`config.mk`:
```
export PLATFORM = sky130hd
export DESIGN_NAME = mem_access_unit
export DESIGN_NICKNAME = d
export VERILOG_FILES = /design/src/rtl/mem_access_unit.sv
export SDC_FILE = /design/constraint.sdc
export NUM_CORES = 1
export LEC_CHECK = 0
export BUFFER_PORTS_ARGS = -buffer_cell sky130_fd_sc_hd__buf_2
export CAP_MARGIN = 20
export CORE_ASPECT_RATIO = 1.1
export CORE_MARGIN = 5
export CORE_UTILIZATION = 40
export CTS_BUF_LIST = sky130_fd_sc_hd__clkbuf_8
export CTS_CLUSTER_DIAMETER = 150
export CTS_CLUSTER_SIZE = 8
export DETAILED_ROUTE_END_ITERATION = 6
export PLACE_DENSITY = 0.7
export SYNTH_ARGS = -nofsm -noshare
export SYNTH_HDL_FRONTEND = slang
export SYNTH_SLANG_ARGS = --single-unit
export TNS_END_PERCENT = 10
```
`constraint.sdc`:
```
create_clock -name clk -period 3.54 [get_ports clk]
set_input_delay 0.708 -clock clk [delete_from_list [all_inputs] [get_ports clk]]
set_output_delay 0.708 -clock clk [all_outputs]
set_load 0.1 [all_outputs]
```
`src/rtl/mem_access_unit.sv`:
```
// mem_access_unit: requester side of the data memory port. It accepts one
// load/store at a time, range-checks the effective address, performs a
// single-cycle memory access and returns a response over a valid/ready
// handshake. It also keeps saturating debug counters.
module mem_access_unit #(
    parameter int ADDR_W = 10,
    parameter int DATA_W = 16,
    parameter int OFF_W  = 6,
    parameter int CNT_W  = 16
) (
    input  logic              clk,
    input  logic              reset,
    input  logic              req_valid,
    output logic              req_ready,
    input  logic              req_is_store,
    input  logic [DATA_W-1:0] req_base,
    input  logic [OFF_W-1:0]  req_offset,
    input  logic [DATA_W-1:0] req_wdata,
    input  logic [2:0]        req_rd,
    output logic              resp_valid,
    input  logic              resp_ready,
    output logic              resp_is_load,
    output logic [DATA_W-1:0] resp_rdata,
    output logic [2:0]        resp_rd,
    output logic              resp_err,
    output logic              MemWEn,
    output logic              MemRedEn,
    output logic [ADDR_W-1:0] eff_address,
    output logic [DATA_W-1:0] WriteData,
    input  logic [DATA_W-1:0] ReadData,
    output logic [CNT_W-1:0]  load_cnt,
    output logic [CNT_W-1:0]  store_cnt,
    output logic [CNT_W-1:0]  err_cnt
);

    typedef enum logic [1:0] {IDLE, ACCESS, RESP} state_t;

    state_t state, state_nxt;
    logic   accept;

    logic [DATA_W+1:0] base_ext, off_ext, sum;
    logic              sum_err;

    logic              is_store_q;
    logic              err_q;
    logic [ADDR_W-1:0] addr_q;
    logic [DATA_W-1:0] wdata_q;
    logic [2:0]        rd_q;

    // Effective address: the sum lives in DATA_W+2 bits so the top bit is the
    // sign and any set bit from ADDR_W up to DATA_W means the word address
    // overflowed the memory depth.
    always_comb begin
        base_ext = {2'b00, req_base};
        off_ext  = {{(DATA_W+2-OFF_W){req_offset[OFF_W-1]}}, req_offset};
        sum      = base_ext + off_ext;
        sum_err  = sum[DATA_W+1] || (sum[DATA_W:ADDR_W] != '0);
    end

    // State register.
    always_ff @(posedge clk) begin
        if (reset) state <= IDLE;
        else       state <= state_nxt;
    end

    // Next-state, handshake and combinational memory-port outputs.
    always_comb begin
        state_nxt   = state;
        req_ready   = 1'b0;
        accept      = 1'b0;
        MemWEn      = 1'b0;
        MemRedEn    = 1'b0;
        eff_address = '0;
        WriteData   = '0;
        case (state)
            IDLE: begin
                req_ready = !reset;
                accept    = req_valid && !reset;
                if (req_valid) state_nxt = ACCESS;
            end
            ACCESS: begin
                eff_address = addr_q;
                WriteData   = wdata_q;
                MemWEn      = is_store_q && !err_q && !reset;
                MemRedEn    = !is_store_q && !err_q && !reset;
                state_nxt   = RESP;
            end
            RESP: begin
                if (resp_ready) state_nxt = IDLE;
            end
            default: state_nxt = IDLE;
        endcase
    end

    // Request capture, response registers and saturating counters.
    always_ff @(posedge clk) begin
        if (reset) begin
            is_store_q   <= 1'b0;
            err_q        <= 1'b0;
            addr_q       <= '0;
            wdata_q      <= '0;
            rd_q         <= '0;
            resp_valid   <= 1'b0;
            resp_is_load <= 1'b0;
            resp_rdata   <= '0;
            resp_rd      <= '0;
            resp_err     <= 1'b0;
            load_cnt     <= '0;
            store_cnt    <= '0;
            err_cnt      <= '0;
        end else begin
            case (state)
                IDLE: begin
                    if (accept) begin
                        is_store_q <= req_is_store;
                        wdata_q    <= req_wdata;
                        rd_q       <= req_rd;
                        addr_q     <= sum[ADDR_W-1:0];
                        err_q      <= sum_err;
                    end
                end
                ACCESS: begin
                    resp_valid   <= 1'b1;
                    resp_is_load <= !is_store_q;
                    resp_err     <= err_q;
                    resp_rd      <= rd_q;
                    resp_rdata   <= (!is_store_q && !err_q) ? ReadData : '0;
                    if (err_q) begin
                        if (err_cnt != '1) err_cnt <= err_cnt + 1'b1;
                    end else if (is_store_q) begin
                        if (store_cnt != '1) store_cnt <= store_cnt + 1'b1;
                    end else begin
                        if (load_cnt != '1) load_cnt <= load_cnt + 1'b1;
                    end
                end
                RESP: begin
                    if (resp_ready) resp_valid <= 1'b0;
                end
                default: ;
            endcase
        end
    end

endmodule

```
# Word level (Yosys, flattened, before mapping)
# Cells that the tools add are included.
totals:
  input_bits: 62
  ff_bits: 103
  word_cells: 57
  out_inout_bits: 99
classes:
  n_addsub: 4
  reduce_logical: 18
  eq_ne: 7
  n_mux: 12
  n_bitwise: 2
ops:
  columns: ["op", "count"]
  rows:
  - ["16-bit by 1-bit adder with 16-bit output (second input constant)", 3]
  - ["16-bit inequality test (second input constant)", 3]
  - ["16-bit two-way mux", 2]
  - ["17-bit by 6-bit adder with 18-bit output", 1]
  - ["10-bit two-way mux", 1]
  - ["4-bit AND reduction", 2]
  - ["7-bit nonzero test", 1]
  - ["2-bit one-hot mux with 3 select lines", 1]
  - ["2-bit AND reduction", 3]
  - ["1-bit logical AND", 5]
  - ["1-bit two-way mux", 5]
  - ["2-bit two-way mux", 2]
  - ["2-bit inequality test (second input constant)", 2]
  - ["1-bit zero test", 3]
  - ["3-bit AND reduction", 1]
  - ["2-bit by 1-bit equality test with 1-bit output (second input constant)", 1]
  - ["2-bit equality test (second input constant)", 1]
  - ["2-bit zero test", 1]
  - ["1-bit NOT", 2]
  - ["1-bit one-hot mux with 2 select lines", 1]
  - ["2-bit nonzero test", 1]
  - ["1-bit logical OR", 1]

# Logic depth before layout (Yosys ltp)
# Gate-level depths: netlist of the first run.
logic_depth:
  ltp_word: 4
  depth_mapped: 11
  ltp_nobuf: 11

# Worst setup path before layout of the first run
# No wires, ideal clock.
synth_path:
  kind: "input port to output port"
  startpoint: "in reset"
  endpoint: "out MemWEn"
  path_buffers: 2
  arrival_ns: 4.229
  stages: 3
  required_ns: 2.832
  slack_ns: -1.397
  path_cell_list: "clkbuf_1 buf_1 nor4b_1"
synth_via:
  elab_chain_cells: 3
synth_rtl:
  columns: ["element", "line_no", "text"]
  rows:
  - ["start: declaration", "12", "input logic reset,"]
  - ["1-bit zero test", "84", "MemWEn = is_store_q && !err_q && !reset;"]
  - ["1-bit logical AND", "84", null]
  - ["1-bit two-way mux", "75", "case (state)"]
  - ["end: declaration", "26", "output logic MemWEn,"]
# No other way between the ends.

# Worst setup path in the final report of the first run
layout_path:
  startpoint: "in req_offset[5]"
  endpoint: "reg err_q"
layout_via:
  elab_chain_cells: 3
layout_rtl:
  columns: ["element", "line_no", "text"]
  rows:
  - ["start: declaration", "17", "input logic [OFF_W-1:0] req_offset,"]
  - ["17-bit by 6-bit adder with 18-bit output *", "56", "sum = base_ext + off_ext;"]
  - ["7-bit nonzero test", "57", "sum_err = sum[DATA_W+1] || (sum[DATA_W:ADDR_W] != '0);"]
  - ["1-bit logical OR *", "57", null]
  - ["end signal: assignment", "119", "err_q <= sum_err;"]
  - ["end: declaration", "45", "logic err_q;"]
# Every way passes the cells marked *; elsewhere a longest branch is shown, timed or not.
# A chain may end at the register's enable or synchronous reset.

==> impl_metrics.xml, run 1 <==
<?xml version="1.0" encoding="UTF-8"?>
<metrics>
  <group name="synthesis">
    <metric name="synth_seq_cells" unit="">103</metric>
    <metric name="mappedNetlistArea" unit="µm²">4870</metric>
    <metric name="synth.yosys.seq_area_share" unit="">0.423</metric>
    <metric name="yosys.area_share.adder" unit="">0.0555</metric>
    <metric name="synth-xor-area-share" unit="">0.0845</metric>
    <metric name="netlist_top_cells_area" unit="">dfxtp_1 (42%), nand2_1 (7.5%), xor2_1 (6.5%), a21oi_1 (5.5%), ha_1 (5.1%)</metric>
    <metric name="fraction_of_the_mapped_netlist_area_in_compound_gates" unit="">0.146</metric>
    <metric name="netlist.area_leader.share" unit="">0.423</metric>
    <metric name="synth_simple_gate_area_share" unit="">0.258</metric>
    <metric name="yosysUniqueCellTypes" unit="">49</metric>
    <metric name="combinational_family_with_the_most_area_after_synthesis" unit="">simple AND/OR/NAND/NOR gates</metric>
    <metric name="synth_flop_cell" unit="">dfxtp_1</metric>
    <metric name="asyncSetResetFlopFracSynth" unit="">0</metric>
    <metric name="avgSynthCellArea" unit="µm²">8.48</metric>
    <metric name="number_of_instances_in_the_synthesized_netlist" unit="">574</metric>
    <metric name="synth.mux.area_fraction" unit="">0.00822</metric>
    <metric name="synth.net_count" unit="">657</metric>
    <metric name="yosysWarningCount" unit="">0</metric>
    <metric name="yosysTopAreaCell" unit="">dfxtp_1</metric>
    <metric name="synth_enable_flop_cells" unit="">0</metric>
  </group>
  <group name="timing">
    <metric name="finalHoldWorstSlack" unit="ps">455</metric>
    <metric name="setup_viol" unit="">0</metric>
    <metric name="worstMarginPinSlew" unit="ps">1000</metric>
    <metric name="drv_slew" unit="">0</metric>
    <metric name="fmax" unit="MHz">353</metric>
    <metric name="post-route-period-util" unit="">0.800</metric>
    <metric name="skew" unit="ps">8.51</metric>
    <metric name="setup-tns-final" unit="ps">0</metric>
    <metric name="maxSlewHeadroom" unit="">0.330</metric>
    <metric name="layout_min_cycle_time" unit="ps">2830</metric>
    <metric name="hold_viol" unit="">0</metric>
    <metric name="setup_repair_after_global_routing_missed_its_margin" unit="">no</metric>
  </group>
  <group name="floorplan">
    <metric name="placementRows" unit="">42</metric>
    <metric name="die_width" unit="µm">115</metric>
    <metric name="pin_count" unit="">161</metric>
    <metric name="core_area" unit="µm²">12000</metric>
    <metric name="die_ht" unit="µm">126</metric>
    <metric name="dieArea" unit="µm²">14500</metric>
    <metric name="start_util" unit="">0.406</metric>
  </group>
  <group name="setup_path">
    <metric name="ff2ff_path_depth" unit="">8</metric>
    <metric name="critPathLaunch" unit="">req_offset[5]</metric>
    <metric name="cp-start-kind" unit="">input port</metric>
    <metric name="crit-reg2reg-capture" unit="">store_cnt[15]</metric>
    <metric name="setup.worst_path.class" unit="">input port to flip-flop</metric>
    <metric name="critPathCapture" unit="">err_q</metric>
    <metric name="critical_path_data_arrival_time" unit="ps">3070</metric>
    <metric name="r2r-start" unit="">state[1]</metric>
    <metric name="cp_max_fo" unit="">14</metric>
    <metric name="rrSetupSlack" unit="ps">1080</metric>
    <metric name="worst-endpoint-required" unit="ps">3780</metric>
    <metric name="worstSetupEndpointType" unit="">flip-flop</metric>
  </group>
  <group name="power_and_ir_drop">
    <metric name="power_frac_clock" unit="">0.354</metric>
    <metric name="power_switching_share" unit="">0.288</metric>
    <metric name="peakVddDrop" unit="µV">211</metric>
    <metric name="net-switching-power" unit="W">0.000738</metric>
    <metric name="power.static_leakage" unit="nW">2.77</metric>
    <metric name="pwr-share-comb" unit="">0.173</metric>
    <metric name="sequentialPowerShare" unit="">0.474</metric>
    <metric name="power-per-cell-area" unit="nW/µm²">419</metric>
    <metric name="p_int" unit="W">0.00182</metric>
  </group>
  <group name="clock_tree">
    <metric name="cts-htree-levels" unit="">3</metric>
    <metric name="cts.repair.resized" unit="">0</metric>
    <metric name="cts_tree" unit="">yes</metric>
    <metric name="tritoncts.num_buffers" unit="">9</metric>
    <metric name="clkSinkCount" unit="">103</metric>
    <metric name="cts.clk_slew.worst_paths" unit="ps">90</metric>
    <metric name="cts.hold.buffers_added" unit="">0</metric>
    <metric name="cts_root_buf" unit="">clkbuf_8</metric>
    <metric name="post_cts_buffers" unit="">0</metric>
    <metric name="clock_insertion_delay_worst_skew" unit="ps">380</metric>
    <metric name="max-clock-path-buffers" unit="">2</metric>
  </group>
  <group name="finish">
    <metric name="final_net_count" unit="">812</metric>
    <metric name="diodes" unit="">0</metric>
    <metric name="drive_above_1_share" unit="">0.266</metric>
    <metric name="area.growth.synth_to_final" unit="%">25.4</metric>
  </group>
  <group name="route">
    <metric name="viasPerCell" unit="">5.10</metric>
    <metric name="route.detailed.drc" unit="">0</metric>
    <metric name="final_ant_viol_nets" unit="">0</metric>
    <metric name="avgRoutedWirePerCell" unit="µm">14.0</metric>
    <metric name="vias" unit="">4532</metric>
    <metric name="detailedRoute.firstIterationViolations" unit="">216</metric>
    <metric name="postRouteWirelength" unit="µm">12500</metric>
    <metric name="drt_first_pass_iters" unit="">4</metric>
  </group>
  <group name="global_routing">
    <metric name="remaining_global_route_overflow" unit="">0</metric>
    <metric name="first_global_vias" unit="">4418</metric>
    <metric name="globalRouteMet2Util" unit="">0.294</metric>
    <metric name="grt.total_usage" unit="">0.173</metric>
    <metric name="grt_max_degree" unit="">67</metric>
    <metric name="groute.layer.met1.usage" unit="">0.215</metric>
    <metric name="antenna_violations_before_repair" unit="">1</metric>
    <metric name="globalRoute.busiestLayer" unit="">met2</metric>
    <metric name="grtUsageMet3" unit="">0.0355</metric>
    <metric name="global_route_wire_length_before_repair" unit="µm">20700</metric>
  </group>
  <group name="worst_hold_path">
    <metric name="min_path_cells" unit="">2</metric>
    <metric name="holdCritPathClass" unit="">flip-flop to flip-flop</metric>
  </group>
  <group name="place">
    <metric name="finalWeightedCongestion" unit="">0.828</metric>
    <metric name="numPortBuffers" unit="">160</metric>
    <metric name="place_hpwl" unit="µm">9410</metric>
  </group>
  <group name="flow_run">
    <metric name="max_cap_viol_count" unit="">0</metric>
  </group>
  <group name="run_status">
    <metric name="status" unit="">completed</metric>
  </group>
</metrics>
==> synth_stat cells, drive strengths merged, types with 2 or more instances <==
| cell | n |
|---|---|
| and3 | 9 |
| ha | 20 |
| xnor2 | 11 |
| or2 | 4 |
| nand3b | 2 |
| clkbuf | 21 |
| a2111oi | 2 |
| o21ai | 16 |
| a21o | 2 |
| nand4 | 15 |
| and4 | 6 |
| inv | 9 |
| mux2i | 4 |
| dfxtp | 103 |
| nand3 | 9 |
| nand2 | 97 |
| nor2b | 2 |
| a22o | 16 |
| a211oi | 3 |
| and2 | 28 |
| nor3 | 4 |
| nor4 | 3 |
| or3 | 11 |
| a21oi | 54 |
| a31oi | 5 |
| nand2b | 6 |
| nor2 | 60 |
| xor2 | 36 |
| o21a | 2 |
==> worst min-delay path by stage <==
stage / end / slack, ps / startpoint
finish: wdata_q[15] / 460 / wdata_q[15]
global placement: addr_q[9] / 440 / addr_q[9]
CTS: wdata_q[15] / 460 / wdata_q[15]
detailed placement: wdata_q[15] / 440 / wdata_q[15]
global route: addr_q[9] / 470 / addr_q[9]
floorplan: addr_q[4] / 430 / addr_q[4]
==> critical path, stage by stage <==
cell and delay (ps):
buf_2 250, ha_1 350, a21oi_1 170, o21ai_1 100
o31a_1 350, a2111oi_4 350, o22ai_1 140, a2111oi_2 390
a21o_1 150, a41oi_2 90
==> layer usage <==
| layer | vias up | part of all wire |
|---|---|---|
| met5 | - | 0.00072 |
| met4 | 2 | 0.018 |
| met3 | 19 | 0.065 |
| met2 | 123 | 0.48 |
| met1 | 2112 | 0.44 |
| li1 | 2276 | - |
==> layout by cell type, fill, tap and decap left out, drive strengths merged, types with 15 or more instances in the layout <==
cell type and n:
buf 166, nor2 60, and2 28, xor2 36, a22o 16, ha 20, a21oi 54, o21ai 16
nand2 97, nand4 15, dfxtp 103
==> stage by stage <==
stage	instances	utilization	power, W	worst slack (ps)	cell area [µm²]
final	888	0.510	0.00256	710	6110
after global routing	888	0.510	0.00269	494	6110
after CTS	887	0.509	0.00259	677	6090
after detailed placement	871	0.488	0.00168	367	5840
after global placement	871	0.488	0.00167	476	5840
after floorplan	574	-	0.00157	-16.9	4880
==> cells by family (layout without fill, tap and decap cells) <==
group           after synthesis  after routing
xor+xnor                     47             47
fa+ha+maj                    21             21
buf+inv                      31            191
flops                       103            103
mux                           4              4
simple gates                261            261
compound gates              107            107
==> power groups by stage <==
| stage | Clock (W) | Combinational [W] | Sequential (W) |
|---|---|---|---|
| 2_1_floorplan | 0 | 0.000245 | 0.00132 |
| 3_3_place_gp | 0 | 0.000429 | 0.00124 |
| 3_5_place_dp | 0 | 0.000439 | 0.00124 |
| 4_1_cts | 0.000935 | 0.000441 | 0.00121 |
| 5_1_grt | 0.000989 | 0.000479 | 0.00122 |
| 6_report | 0.000905 | 0.000442 | 0.00121 |
==> state kept, by name, indices dropped and copies added (netlist names) <==
| name | count |
|---|---|
| err_q | 1 |
| rd_q | 3 |
| wdata_q | 16 |
| load_cnt | 16 |
| resp_valid | 1 |
| resp_rdata | 16 |
| addr_q | 10 |
| resp_err | 1 |
| err_cnt | 16 |
| store_cnt | 16 |
| resp_rd | 3 |
| state | 2 |
| resp_is_load | 1 |
| is_store_q | 1 |
==> layout make-up <==
| type | instances | area [µm²] |
|---|---|---|
| fillers | 1140 | 5880 |
| inverters | 9 | 33.8 |
| repair buffers | 166 | 865 |
| clock inverters | 6 | 113 |
| flip-flops and latches | 103 | 2060 |
| clock buffers | 10 | 138 |
| well taps | 154 | 193 |
| multi-input cells | 440 | 2700 |
(Power assumes the default switching activity.)
==> run 2: changes to the inputs <==
--- a/config.mk
+++ b/config.mk
@@ -14,7 +14,7 @@
 export CTS_CLUSTER_DIAMETER = 150
 export CTS_CLUSTER_SIZE = 8
 export DETAILED_ROUTE_END_ITERATION = 6
-export PLACE_DENSITY = 0.7
+export PLACE_DENSITY = 0.72
 export SYNTH_ARGS = -nofsm -noshare
 export SYNTH_HDL_FRONTEND = slang
 export SYNTH_SLANG_ARGS = --single-unit
==> constraint.sdc (replaced) <==
create_clock -name clk -period 2.6 [get_ports clk]
set_input_delay 0.52 -clock clk [delete_from_list [all_inputs] [get_ports clk]]
set_output_delay 0.52 -clock clk [all_outputs]
set_load 0.1 [all_outputs]
==> run 2 against run 1 <==
  * Sequential share of layout area down 2.7 points
  * Combinational power up 52%
  * Register-to-register slack worse by 700 ps
  * Clock-buffer cell count unchanged
  * Sequential power up 36%
  * Die area unchanged
  * Clock skew up 6.1 ps
  * Worst setup slack worse by 570 ps
  * Flip-flop and latch count unchanged
  * Power up 28%
  * Critical endpoint unchanged
  * Highest routed layer is now met4
==> impl_metrics.xml, run 2 (synthesis gave the netlist of run 1 again) <==
<?xml version="1.0" encoding="UTF-8"?>
<metrics>
  <group name="timing">
    <metric name="setup_viol" unit="">0</metric>
    <metric name="worstMarginPinSlew" unit="ps">548</metric>
    <metric name="skew" unit="ps">14.6</metric>
    <metric name="setup_repair_after_global_routing_missed_its_margin" unit="">no</metric>
    <metric name="fmax" unit="MHz">407</metric>
    <metric name="drv_slew" unit="">0</metric>
    <metric name="post-route-period-util" unit="">0.946</metric>
    <metric name="maxSlewHeadroom" unit="">0.635</metric>
    <metric name="layout_min_cycle_time" unit="ps">2460</metric>
    <metric name="hold_viol" unit="">0</metric>
  </group>
  <group name="worst_hold_path">
    <metric name="min-delay-start" unit="">ReadData[14]</metric>
    <metric name="min_to" unit="">resp_rdata[14]</metric>
    <metric name="min_path_cells" unit="">2</metric>
    <metric name="holdCritPathClass" unit="">input port to flip-flop</metric>
  </group>
  <group name="route">
    <metric name="vias" unit="">4664</metric>
    <metric name="avgRoutedWirePerCell" unit="µm">14.5</metric>
    <metric name="wl_met1" unit="µm">5460</metric>
    <metric name="postRouteWirelength" unit="µm">13300</metric>
    <metric name="met2WireLength" unit="µm">6670</metric>
    <metric name="met3_length" unit="µm">871</metric>
    <metric name="detailedRoute.firstIterationViolations" unit="">235</metric>
    <metric name="viasPerCell" unit="">5.10</metric>
    <metric name="highest-signal-layer" unit="">met4</metric>
    <metric name="drt_first_pass_iters" unit="">4</metric>
    <metric name="final_ant_viol_nets" unit="">0</metric>
    <metric name="route.detailed.drc" unit="">0</metric>
  </group>
  <group name="run_status">
    <metric name="status" unit="">completed</metric>
  </group>
  <group name="clock_tree">
    <metric name="post_cts_buffers" unit="">0</metric>
    <metric name="cts_tree" unit="">yes</metric>
    <metric name="max-clock-path-buffers" unit="">2</metric>
    <metric name="clkSinkCount" unit="">103</metric>
    <metric name="cts.hold.buffers_added" unit="">0</metric>
    <metric name="cts-htree-levels" unit="">3</metric>
    <metric name="tritoncts.num_buffers" unit="">9</metric>
    <metric name="clock_insertion_delay_worst_skew" unit="ps">380</metric>
    <metric name="cts.clk_slew.worst_paths" unit="ps">100</metric>
    <metric name="cts.repair.resized" unit="">0</metric>
    <metric name="cts_root_buf" unit="">clkbuf_8</metric>
  </group>
  <group name="global_routing">
    <metric name="antenna_violations_before_repair" unit="">1</metric>
    <metric name="grt_max_degree" unit="">54</metric>
    <metric name="grt.total_usage" unit="">0.183</metric>
    <metric name="global_route_wire_length_before_repair" unit="µm">22000</metric>
    <metric name="remaining_global_route_overflow" unit="">0</metric>
    <metric name="first_global_vias" unit="">4697</metric>
  </group>
  <group name="finish">
    <metric name="multi_input_area" unit="µm²">2730</metric>
    <metric name="mostFrequentLayoutCell" unit="">buf_2</metric>
    <metric name="final_cell_mix" unit="">buf_2 (133), dfxtp_1 (103), nand2_1 (97), nor2_1 (60), a21oi_1 (54)</metric>
    <metric name="drive_above_1_share" unit="">0.292</metric>
    <metric name="final_net_count" unit="">838</metric>
    <metric name="regArea" unit="µm²">2060</metric>
    <metric name="area.growth.synth_to_final" unit="%">36.5</metric>
    <metric name="num-fill-cells" unit="">1084</metric>
    <metric name="layoutNonFillerInstCount" unit="">915</metric>
  </group>
  <group name="floorplan">
    <metric name="placementRows" unit="">42</metric>
    <metric name="core_area" unit="µm²">12000</metric>
    <metric name="die_ht" unit="µm">126</metric>
    <metric name="start_util" unit="">0.406</metric>
    <metric name="dieArea" unit="µm²">14500</metric>
    <metric name="pin_count" unit="">161</metric>
    <metric name="die_width" unit="µm">115</metric>
  </group>
  <group name="setup_path">
    <metric name="cp-start-kind" unit="">input port</metric>
    <metric name="ff2ff_path_depth" unit="">9</metric>
    <metric name="r2r-start" unit="">state[0]</metric>
    <metric name="crit-reg2reg-capture" unit="">err_cnt[14]</metric>
    <metric name="critical_path_data_arrival_time" unit="ps">2710</metric>
    <metric name="cp_max_fo" unit="">2</metric>
    <metric name="worst-endpoint-required" unit="ps">2860</metric>
    <metric name="rrSetupSlack" unit="ps">380</metric>
    <metric name="worstSetupEndpointType" unit="">flip-flop</metric>
    <metric name="setup.worst_path.class" unit="">input port to flip-flop</metric>
  </group>
  <group name="power_and_ir_drop">
    <metric name="power-per-cell-area" unit="nW/µm²">492</metric>
    <metric name="power.static_leakage" unit="nW">2.94</metric>
    <metric name="p_total" unit="W">0.00327</metric>
    <metric name="peakVddDrop" unit="µV">351</metric>
  </group>
  <group name="place">
    <metric name="place_hpwl" unit="µm">10300</metric>
    <metric name="place.detailed.instances" unit="">897</metric>
    <metric name="finalWeightedCongestion" unit="">0.893</metric>
    <metric name="numPortBuffers" unit="">160</metric>
  </group>
  <group name="flow_run">
    <metric name="max_cap_viol_count" unit="">0</metric>
  </group>
</metrics>
[run 2: cell types whose count changed in the layout (fill, tap and decap cells not counted), moves of 3 or more]
cell | before | now
buf_12 | 1 | 27
bufinv_16 | 3 | 0
buf_4 | 5 | 32
buf_2 | 159 | 133
[run 2: power by group]
group          leakage [nW]  internal, W  switching [W]
clock network        0.0949     0.000380       0.000563
registers             0.835      0.00162      0.0000302
logic                  2.01     0.000242       0.000429
total                  2.94      0.00224        0.00102
[run 2: worst max path at each step]
stage                       start  endpoint  slack (ps)  cells past startpoint
floorplan                   reset  MemRedEn        -200                      3
global placement      req_base[0]     err_q        -160                     12
detailed placement  req_offset[5]     err_q        -240                      9
CTS                      state[1]    MemWEn         170                      3
global route          req_base[0]     err_q          20                     12
finish                req_base[0]     err_q         140                     12
[run 2: area by class of cell]
class,instances,share of cell area
repair buffers,192,0.218
clock buffers,10,0.0207
multi-input cells,440,0.411
diodes,1,0.000377
flip-flops and latches,103,0.310
inverters,9,0.00508
clock inverters,6,0.00640
well taps,154,0.0290
[run 2: through the flow]
stage	TNS (ps)	setup slack (ps)	instance area, µm²	hold slack, ps	utilization
3_3_place_gp	-163	-163	6450	438	0.538
3_5_place_dp	-235	-235	6450	443	0.538
4_1_cts	0	166	6630	336	0.553
5_1_grt	0	17.1	6650	338	0.555
2_1_floorplan	-375	-201	4900	427	-
6_report	0	141	6650	364	0.555
[run 2: worst max-delay path, cell delays in order]
cell and delay (ps):
buf_2 100, ha_1 200, inv_1 70, fa_1 170, nand2b_1 150, a211oi_2 90
o31a_1 300, a2111oi_4 370, o22ai_2 130, a2111oi_2 390, a21o_1 140, a41oi_2 80
[run 2: metal layers]
metal  vias to the layer above  GRT usage
met2                       137      0.319
li1                       2334          -
met3                        20     0.0456
met4                         0     0.0684
met1                      2173      0.216
met5                         -          0
